`src/rtl/multicycle_ctrl.sv`:
```
// Sequencing FSM for the multicycle RV32I core: one state per datapath step, with a
// memory-ready handshake on every memory access and a sticky trap on undecodable instructions.
module multicycle_ctrl (
  input  logic       clk,
  input  logic       reset,
  input  logic [6:0] op,
  input  logic [2:0] funct3,
  input  logic       funct7b5,
  input  logic       zero,
  input  logic       mem_ready,
  output logic       pc_write,
  output logic       adr_src,
  output logic       mem_write,
  output logic       ir_write,
  output logic [1:0] result_src,
  output logic [1:0] alu_src_a,
  output logic [1:0] alu_src_b,
  output logic [1:0] imm_src,
  output logic [2:0] alu_control,
  output logic       reg_write,
  output logic       instret,
  output logic       illegal,
  output logic [3:0] state
);

  typedef enum logic [3:0] {
    StFetch    = 4'd0,
    StDecode   = 4'd1,
    StMemAdr   = 4'd2,
    StMemRead  = 4'd3,
    StMemWb    = 4'd4,
    StMemWrite = 4'd5,
    StExecR    = 4'd6,
    StExecI    = 4'd7,
    StAluWb    = 4'd8,
    StBeq      = 4'd9,
    StJal      = 4'd10,
    StTrap     = 4'd11
  } state_e;

  localparam logic [6:0] OpLoad  = 7'b0000011;
  localparam logic [6:0] OpStore = 7'b0100011;
  localparam logic [6:0] OpRType = 7'b0110011;
  localparam logic [6:0] OpIType = 7'b0010011;
  localparam logic [6:0] OpBeq   = 7'b1100011;
  localparam logic [6:0] OpJal   = 7'b1101111;

  localparam logic [2:0] AluAdd = 3'b000;
  localparam logic [2:0] AluSub = 3'b001;
  localparam logic [2:0] AluAnd = 3'b010;
  localparam logic [2:0] AluOr  = 3'b011;
  localparam logic [2:0] AluSlt = 3'b101;

  state_e state_q, state_d;
  logic   illegal_q;

  // ALU operation for the execute states; funct3_ok flags an encoding we cannot run.
  logic [2:0] alu_dec;
  logic       funct3_ok;

  always_comb begin
    alu_dec   = AluAdd;
    funct3_ok = 1'b1;
    case (funct3)
      3'b000:  alu_dec = (funct7b5 && op[5]) ? AluSub : AluAdd;
      3'b010:  alu_dec = AluSlt;
      3'b110:  alu_dec = AluOr;
      3'b111:  alu_dec = AluAnd;
      default: funct3_ok = 1'b0;
    endcase
  end

  always_comb begin
    state_d = state_q;
    unique case (state_q)
      StFetch: begin
        if (mem_ready) state_d = StDecode;
      end
      StDecode: begin
        case (op)
          OpLoad, OpStore: state_d = StMemAdr;
          OpRType:         state_d = StExecR;
          OpIType:         state_d = StExecI;
          OpBeq:           state_d = StBeq;
          OpJal:           state_d = StJal;
          default:         state_d = StTrap;
        endcase
      end
      StMemAdr:   state_d = op[5] ? StMemWrite : StMemRead;
      StMemRead: begin
        if (mem_ready) state_d = StMemWb;
      end
      StMemWb:    state_d = StFetch;
      StMemWrite: begin
        if (mem_ready) state_d = StFetch;
      end
      StExecR, StExecI: state_d = funct3_ok ? StAluWb : StTrap;
      StAluWb:    state_d = StFetch;
      StBeq:      state_d = StFetch;
      StJal:      state_d = StAluWb;
      StTrap:     state_d = StTrap;
      default:    state_d = StFetch;
    endcase
  end

  // Enables are built ungated here and masked by reset below so a held reset writes nothing.
  logic pc_write_raw, mem_write_raw, ir_write_raw, reg_write_raw, instret_raw;

  always_comb begin
    pc_write_raw  = 1'b0;
    mem_write_raw = 1'b0;
    ir_write_raw  = 1'b0;
    reg_write_raw = 1'b0;
    instret_raw   = 1'b0;
    adr_src       = 1'b0;
    result_src    = 2'b00;
    alu_src_a     = 2'b00;
    alu_src_b     = 2'b00;
    imm_src       = 2'b00;
    alu_control   = AluAdd;
    unique case (state_q)
      StFetch: begin
        alu_src_b    = 2'b10;
        result_src   = 2'b10;
        pc_write_raw = mem_ready;
        ir_write_raw = mem_ready;
      end
      StDecode: begin
        alu_src_a = 2'b01;
        alu_src_b = 2'b01;
        imm_src   = 2'b10;
      end
      StMemAdr: begin
        alu_src_a = 2'b10;
        alu_src_b = 2'b01;
        imm_src   = op[5] ? 2'b01 : 2'b00;
      end
      StMemRead: begin
        adr_src = 1'b1;
      end
      StMemWb: begin
        result_src    = 2'b01;
        reg_write_raw = 1'b1;
        instret_raw   = 1'b1;
      end
      StMemWrite: begin
        adr_src       = 1'b1;
        mem_write_raw = 1'b1;
        instret_raw   = mem_ready;
      end
      StExecR: begin
        alu_src_a   = 2'b10;
        alu_control = funct3_ok ? alu_dec : AluAdd;
      end
      StExecI: begin
        alu_src_a   = 2'b10;
        alu_src_b   = 2'b01;
        alu_control = funct3_ok ? alu_dec : AluAdd;
      end
      StAluWb: begin
        reg_write_raw = 1'b1;
        instret_raw   = 1'b1;
      end
      StBeq: begin
        alu_src_a    = 2'b10;
        alu_control  = AluSub;
        pc_write_raw = zero;
        instret_raw  = 1'b1;
      end
      StJal: begin
        alu_src_a    = 2'b01;
        alu_src_b    = 2'b10;
        imm_src      = 2'b11;
        pc_write_raw = 1'b1;
      end
      StTrap: begin
      end
      default: begin
      end
    endcase
  end

  assign pc_write  = pc_write_raw & ~reset;
  assign mem_write = mem_write_raw & ~reset;
  assign ir_write  = ir_write_raw & ~reset;
  assign reg_write = reg_write_raw & ~reset;
  assign instret   = instret_raw & ~reset;
  assign illegal   = illegal_q;
  assign state     = state_q;

  always_ff @(posedge clk or posedge reset) begin
    if (reset) begin
      state_q   <= StFetch;
      illegal_q <= 1'b0;
    end else begin
      state_q   <= state_d;
      illegal_q <= illegal_q | (state_d == StTrap);
    end
  end

endmodule

```
`config.mk`:
```
export PLATFORM = sky130hd
export DESIGN_NAME = multicycle_ctrl
export DESIGN_NICKNAME = d
export VERILOG_FILES = /design/src/rtl/multicycle_ctrl.sv
export SDC_FILE = /design/constraint.sdc
export NUM_CORES = 1
export LEC_CHECK = 0
export CAP_MARGIN = 15
export CORE_MARGIN = 1
export CORE_UTILIZATION = 37
export DETAILED_ROUTE_END_ITERATION = 10
export PLACE_DENSITY_LB_ADDON = 0.12
export SLEW_MARGIN = 0
export SYNTH_ARGS = -nofsm -noshare
export SYNTH_HDL_FRONTEND = slang
export SYNTH_SLANG_ARGS = --single-unit
```
`constraint.sdc`:
```
create_clock -name clk -period 1.55 [get_ports clk]
set_clock_uncertainty 0.1 [all_clocks]
set_input_delay 0.31 -clock clk [delete_from_list [all_inputs] [get_ports clk]]
set_output_delay 0.31 -clock clk [all_outputs]
set_load 0.005 [all_outputs]
```
==> impl_results.md, run 1 <==
- Longest Clk Path Bufs: 2
- # IOs: 37
- Cells after synthesis: between 80 and 90
- Synthesized area: approximately 650 µm²
- Placer Congestion: 0.837
- Yosys cell types: 36
- PostCTS Resize Cnt: about 140
- CTS Root Cell: clkbuf_4
- Register area share after synthesis: slightly below 20%
- Status: stopped before the end
- Number of CTS-inserted buffers: 3
- H-tree Lvls: 1
- Seq cells post-synth: 5
- Most common cell in the synthesized netlist: nor2_1
- Synthesized area per cell: roughly 7.4 µm²
- Asr flop ratio synth: between 90% and 100%
- Ys flop type: dfrtp_1
- # rows: 14
- DIE HEIGHT: about 44 µm
- Port-buffer cells: 36
- Die width: approximately 44 µm
- Post-CTS setup buffer count: 18
- Stopped at: clock tree synthesis
- Initial Utilization: around two fifths
- Post-placement cell count: roughly 170
- Synthesis Warnings: 0
- Post-synth EDFFs: 0
- Share of the synthesized area in the top cell type: 19.3%
- Syn nets: 103
- Post-DP HPWL: ~1700 µm
- Sinks on Clock Net: 5
- Synth top cells by count: nor2_1, nand2_1, nor3_1, inv_1
- Synth area leaders: dfrtp_1, nor2_1, nor3_1
- Tool error: [ERROR DPL-0033] detailed placement checks failed during check placement.
- Hold Buf Count CTS: 0
- Synth area leader: dfrtp_1
cell families after synthesis:
kind of cell           count (synthesis)  synth area share, %
AND/OR/NAND/NOR                       45                 41.2
AO/OA/AOI/OAI                         24                 27.3
buffers and inverters                 12                 9.48
flip-flops                             5                 19.3
XOR/XNOR                               2                 2.71
through the flow:
stage,setup slack [ns],hold slack (ns),cell area [µm²]
2_1_floorplan,0.0119,-0.00635,654
3_3_place_gp,-0.572,0.347,1240
3_5_place_dp,-0.607,0.354,1240
==> run 2, diff against run 1 <==
--- a/config.mk
+++ b/config.mk
@@ -6,10 +6,10 @@
 export NUM_CORES = 1
 export LEC_CHECK = 0
 export CAP_MARGIN = 15
-export CORE_MARGIN = 1
-export CORE_UTILIZATION = 37
+export CORE_AREA = 2 2 63 65
 export DETAILED_ROUTE_END_ITERATION = 10
-export PLACE_DENSITY_LB_ADDON = 0.12
+export DIE_AREA = 0 0 65 67
+export PLACE_DENSITY_LB_ADDON = 0.15
 export SLEW_MARGIN = 0
 export SYNTH_ARGS = -nofsm -noshare
 export SYNTH_HDL_FRONTEND = slang
==> impl_results.md, run 2 <==
- Status: finished, violations left
- Failing checks: negative setup slack
- P&R area growth vs syn: 174%
- CP Max Fanout: 5
- Worst path cell trace: buf_6 > buf_6 > and3_4 > a21oi_2 > nor2_1 > buf_2
- Ant. Diodes: 0
- RSZ-0062 raised after global routing: yes
- Filler cells: roughly 350
- Multi-input logic area: 669 µm²
- # rows: 22 (+8)
- Cells after synthesis: 88 (unchanged)
- Clk_lat worst skew: ~0.22 ns
- Endpoints failing setup: 20
- Synthesis Warnings: 0 (unchanged)
- Vias in the first global route: roughly 1100
- Power Density: 1890 nW/µm²
- Post-DP HPWL: 2050 µm (+19%)
- Largest net degree at the start of global routing: 9
- Commonest non-fill, non-tap cell in the layout: buf_4
- Yosys cell types: 36 (unchanged)
- Initial antenna violation count: 0
- Startpoint Class: flop
- Share of the synthesized area in the top cell type: 19.3% (unchanged)
- Most used cell, CP: buf_6
- Overflow after GRT: 0
- Required time worst endpoint: ~1.1 ns
- Design area: around 1800 µm²
- Largest register FFs: 4
- Cell leakage power: roughly 0.84 nW
- Die width: 65 µm (+48%)
- Nets: slightly below 200
- Post-route ant nets: 0
- Highest cell delay on the worst timing path: roughly 0.43 ns
- Slew margin rel.: about 80%
- Share of layout cells above drive strength 1: 70.6%
- Post-route setup slack: -0.223 ns
- CP delay by family, top: flip-flops
- Commonest cells after routing, fill and taps aside: buf_4, buf_6, buf_2, clkdlybuf4s50_1, dlygate4sd2_1
- DR iter-0 viols: 40
- Fmax: ~0.56 GHz
- DRT Wirelength: 3040 µm
- Hold Buf Count CTS: 0 (unchanged)
- Slowest-stage cell, CP: dfrtp_2
- CP Launch Point: state[1]$_DFF_PP0_
- Clock-pin slew on the worst setup and hold paths: approximately 0.04 ns
- Seq cells post-synth: 5 (unchanged)
- WP data arrival: approximately 1.4 ns
- Worst Setup End Kind: output port
- Final Max Tran Viols: 0
- CP bufs+invs: 3
- Max_cap viols: 0
- Post-placement cell count: 204 (+22%)
- Register area share after synthesis: 19.3% (unchanged)
- Asr flop ratio synth: 100% (unchanged)
- Vias/cell: around 4.6
- All-Layer GR Usage: between 10% and 20%
- Most common cell in the synthesized netlist: nor2_1
- Initial Utilization: 17.9% (-23 points)
- Synth top cells by count: nor2_1, nand2_1, nor3_1, inv_1
- Sinks on Clock Net: 5 (unchanged)
- Synthesized area per cell: 7.35 µm² (unchanged)
- Placer Congestion: 0.729 (-13%)
- Port-buffer cells: 36 (unchanged)
- Min-Delay Path Class: input pin to asynchronous set/reset pin
- Vias: 1038
- Reg-to-Reg Start: state[2]$_DFF_PP0_
- Pre-antenna DRT Iters: 4
- # IOs: 37 (unchanged)
- CTS tree: yes
- CTS Root Cell: clkbuf_8
- Non-filler instance count after layout: 228
- Kind of critical path: flop to output port
- Total power: approximately 3.4 mW
- First-pass GRT wire length: ~5000 µm
- Worst-Margin Slew: 0.262 ns
- Synthesized area: 647 µm² (unchanged)
- Synth area leaders: dfrtp_1, nor2_1, nor3_1
- Tmin final: around 1.8 ns
- DIE HEIGHT: 67 µm (+53%)
- Number of CTS-inserted buffers: 3 (unchanged)
- Die Area: 4360 µm²
- Longest Clk Path Bufs: 2 (unchanged)
- Ys flop type: dfrtp_1
- H-tree Lvls: 1 (unchanged)
- Post-synth EDFFs: 0 (unchanged)
- CORE AREA: approximately 3600 µm²
- Sequential cell area: 129 µm²
- Peak VDD IR: 0.000604 V
- DP Area: 1320 µm² (+6.2%)
- DRC: 0
- Syn nets: 103 (unchanged)
- Final period util: 114%
- Synth area leader: dfrtp_1
- Hold Vio Cnt, Final: 0
- Drt wl/cell: about 13 µm
==> run 2: cell counts after synthesis <==
Identical to the previous run, type by type.
==> run 2: worst reg2reg max path: stages, from the launching register on <==
cell	delay (ns)
dfrtp_1	0.41
buf_6	0.16
buf_6	0.12
nand2b_4	0.08
nand2_2	0.06
buf_4	0.13
buf_4	0.12
a22o_1	0.20
a31o_1	0.21
==> run 2: report_power, final <==
| group | leakage, nW | switching, mW | total, mW | internal (mW) |
|---|---|---|---|---|
| logic | 0.760 | 1.19 | 2.83 | 1.64 |
| registers | 0.0563 | 0.0806 | 0.279 | 0.198 |
| clock network | 0.0228 | 0.0660 | 0.243 | 0.177 |
==> run 2: logic make-up after synthesis <==
family / count (synthesis) / synth area share, %
and+or+nand+nor: 45 / 41.2
AOI/OAI and AO/OA: 24 / 27.3
buffers and inverters: 12 / 9.48
DFF: 5 / 19.3
xor gates and xnor gates: 2 / 2.71
==> run 2: stage by stage <==
stage          TNS [ns]  hold WS [ns]  utilization (%)  setup WS (ns)
3_3_place_gp      -8.25         0.356             36.6         -0.600
2_1_floorplan         0      -0.00635                -         0.0119
6_report          -2.99         0.333             49.2         -0.223
4_1_cts           -3.14         0.280             46.4         -0.242
3_5_place_dp      -8.58         0.359             36.6         -0.626
5_1_grt           -4.23         0.342             49.2         -0.275
==> run 2: final timing paths <==
path	end	slack [ns]	depth (start not counted)
min in group clk	illegal$_DFF_PP0_	0.37	1
max reg2reg	illegal$_DFF_PP0_	-0.13	8
max in group asynchronous	state[0]$_DFF_PP0_	0.90	4
max	alu_src_a[0]	-0.22	6
min reg2reg	illegal$_DFF_PP0_	0.37	1
min	state[3]$_DFF_PP0_	0.33	4
==> run 2: final cells by class <==
class                           instances  area share [%]
Timing Repair Buffer                   94            47.8
Multi-Input combinational cell         71            37.8
Sequential cell                         5            7.27
Tap cell                               48            3.39
Clock buffer                            4            2.54
Inverter                                6            1.27
==> run 2: metal layers <==
metal | share of wire (%) | vias up | track usage, %
met5 | 0 | - | 0
met4 | 0 | 0 | 5.85
met3 | 4.4 | 0 | 2.03
met2 | 56 | 33 | 29.1
met1 | 39 | 495 | 16.3
li1 | - | 510 | -
==> run 2: timing repair <==
item                       CTS  global route
gates resized for setup    141            24
setup endpoints to repair   26            23
pin swaps                   23            20
buffers inserted            20             1
cloned                       1             0
Power figures use the tool's default switching activity.
==> run 3, diff against run 2 <==
--- a/config.mk
+++ b/config.mk
@@ -7,9 +7,10 @@
 export LEC_CHECK = 0
 export CAP_MARGIN = 15
 export CORE_AREA = 2 2 63 65
+export CTS_BUF_LIST = sky130_fd_sc_hd__clkbuf_8
 export DETAILED_ROUTE_END_ITERATION = 10
 export DIE_AREA = 0 0 65 67
-export PLACE_DENSITY_LB_ADDON = 0.15
+export PLACE_DENSITY_LB_ADDON = 0.05
 export SLEW_MARGIN = 0
 export SYNTH_ARGS = -nofsm -noshare
 export SYNTH_HDL_FRONTEND = slang
==> impl_results.md, run 3 (synthesized netlist as in run 2, its figures left out) <==
- Status: finished, violations left
- Failing checks: negative setup slack
- Worst Setup End Kind: output port
- Clock-pin slew on the worst setup and hold paths: 0.04 ns (about the same)
- CTS Root Cell: clkbuf_8
- Largest register FFs: 4 (unchanged)
- Share of layout cells above drive strength 1: 65.9% (-4.6 points)
- Placer Congestion: 0.786 (+7.8%)
- Die Area: 4360 µm² (unchanged)
- DR iter-0 viols: 37 (-7.5%)
- Cell leakage power: 0.787 nW (-6.3%)
- Grt met3 use: 3.21% (+1.2 points)
- Slew margin rel.: 84.9% (+2.5 points)
- Gr busiest metal: met2
- Min-Delay Path Class: input pin to asynchronous set/reset pin
- # rows: 22 (unchanged)
- Tmin final: 1.77 ns (-0.00554 ns)
- DRT Wirelength: 2700 µm (-11%)
- H-tree Lvls: 1 (unchanged)
- Post-route setup slack: -0.217 ns (+0.00554 ns)
- Sinks on Clock Net: 5 (unchanged)
- Vias: 972 (-6.4%)
- Required time worst endpoint: 1.14 ns (about the same)
- Commonest cells after routing, fill and taps aside: buf_4, buf_6, buf_2, clkdlybuf4s50_1, nand2_1
- Met1 Use GR: 14.2% (-2.1 points)
- First-pass GRT wire length: 4550 µm (-11%)
- Met2 Use GR: 27.1% (-2.1 points)
- CP Max Fanout: 4 (-1)
- Largest net degree at the start of global routing: 9 (unchanged)
- P&R area growth vs syn: 160%
- # IOs: 37 (unchanged)
- Post-layout util: 46.6% (-2.6 points)
- WP data arrival: 1.36 ns (about the same)
- Drt wl/cell: 12.1 µm (-9.6%)
- Port-buffer cells: 36 (unchanged)
- Post-DP HPWL: 2010 µm (-2.3%)
- All-Layer GR Usage: 13.4% (-1.6 points)
- Number of CTS-inserted buffers: 3 (unchanged)
- Max_cap viols: 0 (unchanged)
- Design area: 1680 µm² (-5.3%)
- Pre-antenna DRT Iters: 3 (-1)
- Vias/cell: 4.34 (-4.7%)
- CORE AREA: 3610 µm² (unchanged)
- Vias in the first global route: 1033 (-8.7%)
- Hold Buf Count CTS: 0 (unchanged)
- Startpoint Class: flop
- Fmax: 0.566 GHz (+0.31%)
- RSZ-0062 raised after global routing: yes
- DIE HEIGHT: 67 µm (unchanged)
- DRC: 0 (unchanged)
- Hold Vio Cnt, Final: 0 (unchanged)
- Clk_lat worst skew: 0.22 ns (about the same)
- Peak VDD IR: 0.000601 V (-0.43%)
- Endpoints failing setup: 20 (unchanged)
- Power Density: 1870 nW/µm² (-1.1%)
- DP Area: 1330 µm² (+0.38%)
- Nets: 192 (-2.0%)
- Worst-Margin Slew: 0.225 ns (-0.0372 ns)
- Final Max Tran Viols: 0 (unchanged)
- Overflow after GRT: 0 (unchanged)
- Longest Clk Path Bufs: 2 (unchanged)
- Total power: 3.14 mW (-6.3%)
- Post-route ant nets: 0 (unchanged)
- Final period util: 114% (-0.36 points)
- CTS tree: yes
- Ant. Diodes: 0 (unchanged)
- Die width: 65 µm (unchanged)
- Initial antenna violation count: 0 (unchanged)
- Initial Utilization: 17.9% (unchanged)
- Kind of critical path: flop to output port
- Commonest non-fill, non-tap cell in the layout: buf_4
run 3: worst max-delay path, stage by stage, from the launching register on:
cell     delay (ns)
dfrtp_2        0.43
buf_6          0.15
buf_6          0.12
nor2b_4        0.10
a22oi_1        0.08
nor3_1         0.13
buf_2          0.14
run 3: final timing paths:
path	start	slack [ns]	to	depth (start not counted)
worst max-delay path	state[3]$_DFF_PP0_	-0.22	pc_write	6
max in group asynchronous	reset	0.92	state[1]$_DFF_PP0_	4
worst min-delay path	reset	0.31	state[0]$_DFF_PP0_	4
worst min register to register	illegal$_DFF_PP0_	0.36	illegal$_DFF_PP0_	1
min in group clk	illegal$_DFF_PP0_	0.36	illegal$_DFF_PP0_	1
worst max register to register	state[2]$_DFF_PP0_	-0.13	illegal$_DFF_PP0_	8
run 3: per-stage QoR:
stage / setup TNS, ns / std cells / hold slack, ns / setup slack, ns
after floorplan: 0 / 88 / -0.00635 / 0.0119
after global placement: -8.30 / 203 / 0.353 / -0.607
after detailed placement: -8.44 / 203 / 0.362 / -0.653
after CTS: -3.19 / 221 / 0.304 / -0.228
after global routing: -4.06 / 224 / 0.343 / -0.290
final: -2.81 / 224 / 0.308 / -0.217
run 3: power breakdown:
part / switching [mW] / internal [mW]
Combinational: 1.07 / 1.55
Sequential: 0.0956 / 0.200
Clock: 0.0593 / 0.169
run 3: repair_timing:
action	in CTS	in global routing
pin swaps	14	18
gates resized for setup	137	17
buffers inserted	14	6
setup endpoints to repair	24	23
run 3: cell type report:
class	instances	area [µm²]
Clock buffer	3	41.3
Clock inverter	1	3.75
Fill cell	391	1930
Inverter	6	25.0
Multi-Input combinational cell	71	632
Sequential cell	5	130
Tap cell	48	60.1
Timing Repair Buffer	90	787
run 3: metal layers:
metal,part of all wire (%),vias to the layer above,wire (µm)
met5,0,-,0
met4,0,0,0
met3,4.8,0,130
met2,55,26,1500
met1,40,447,1080
li1,-,499,-
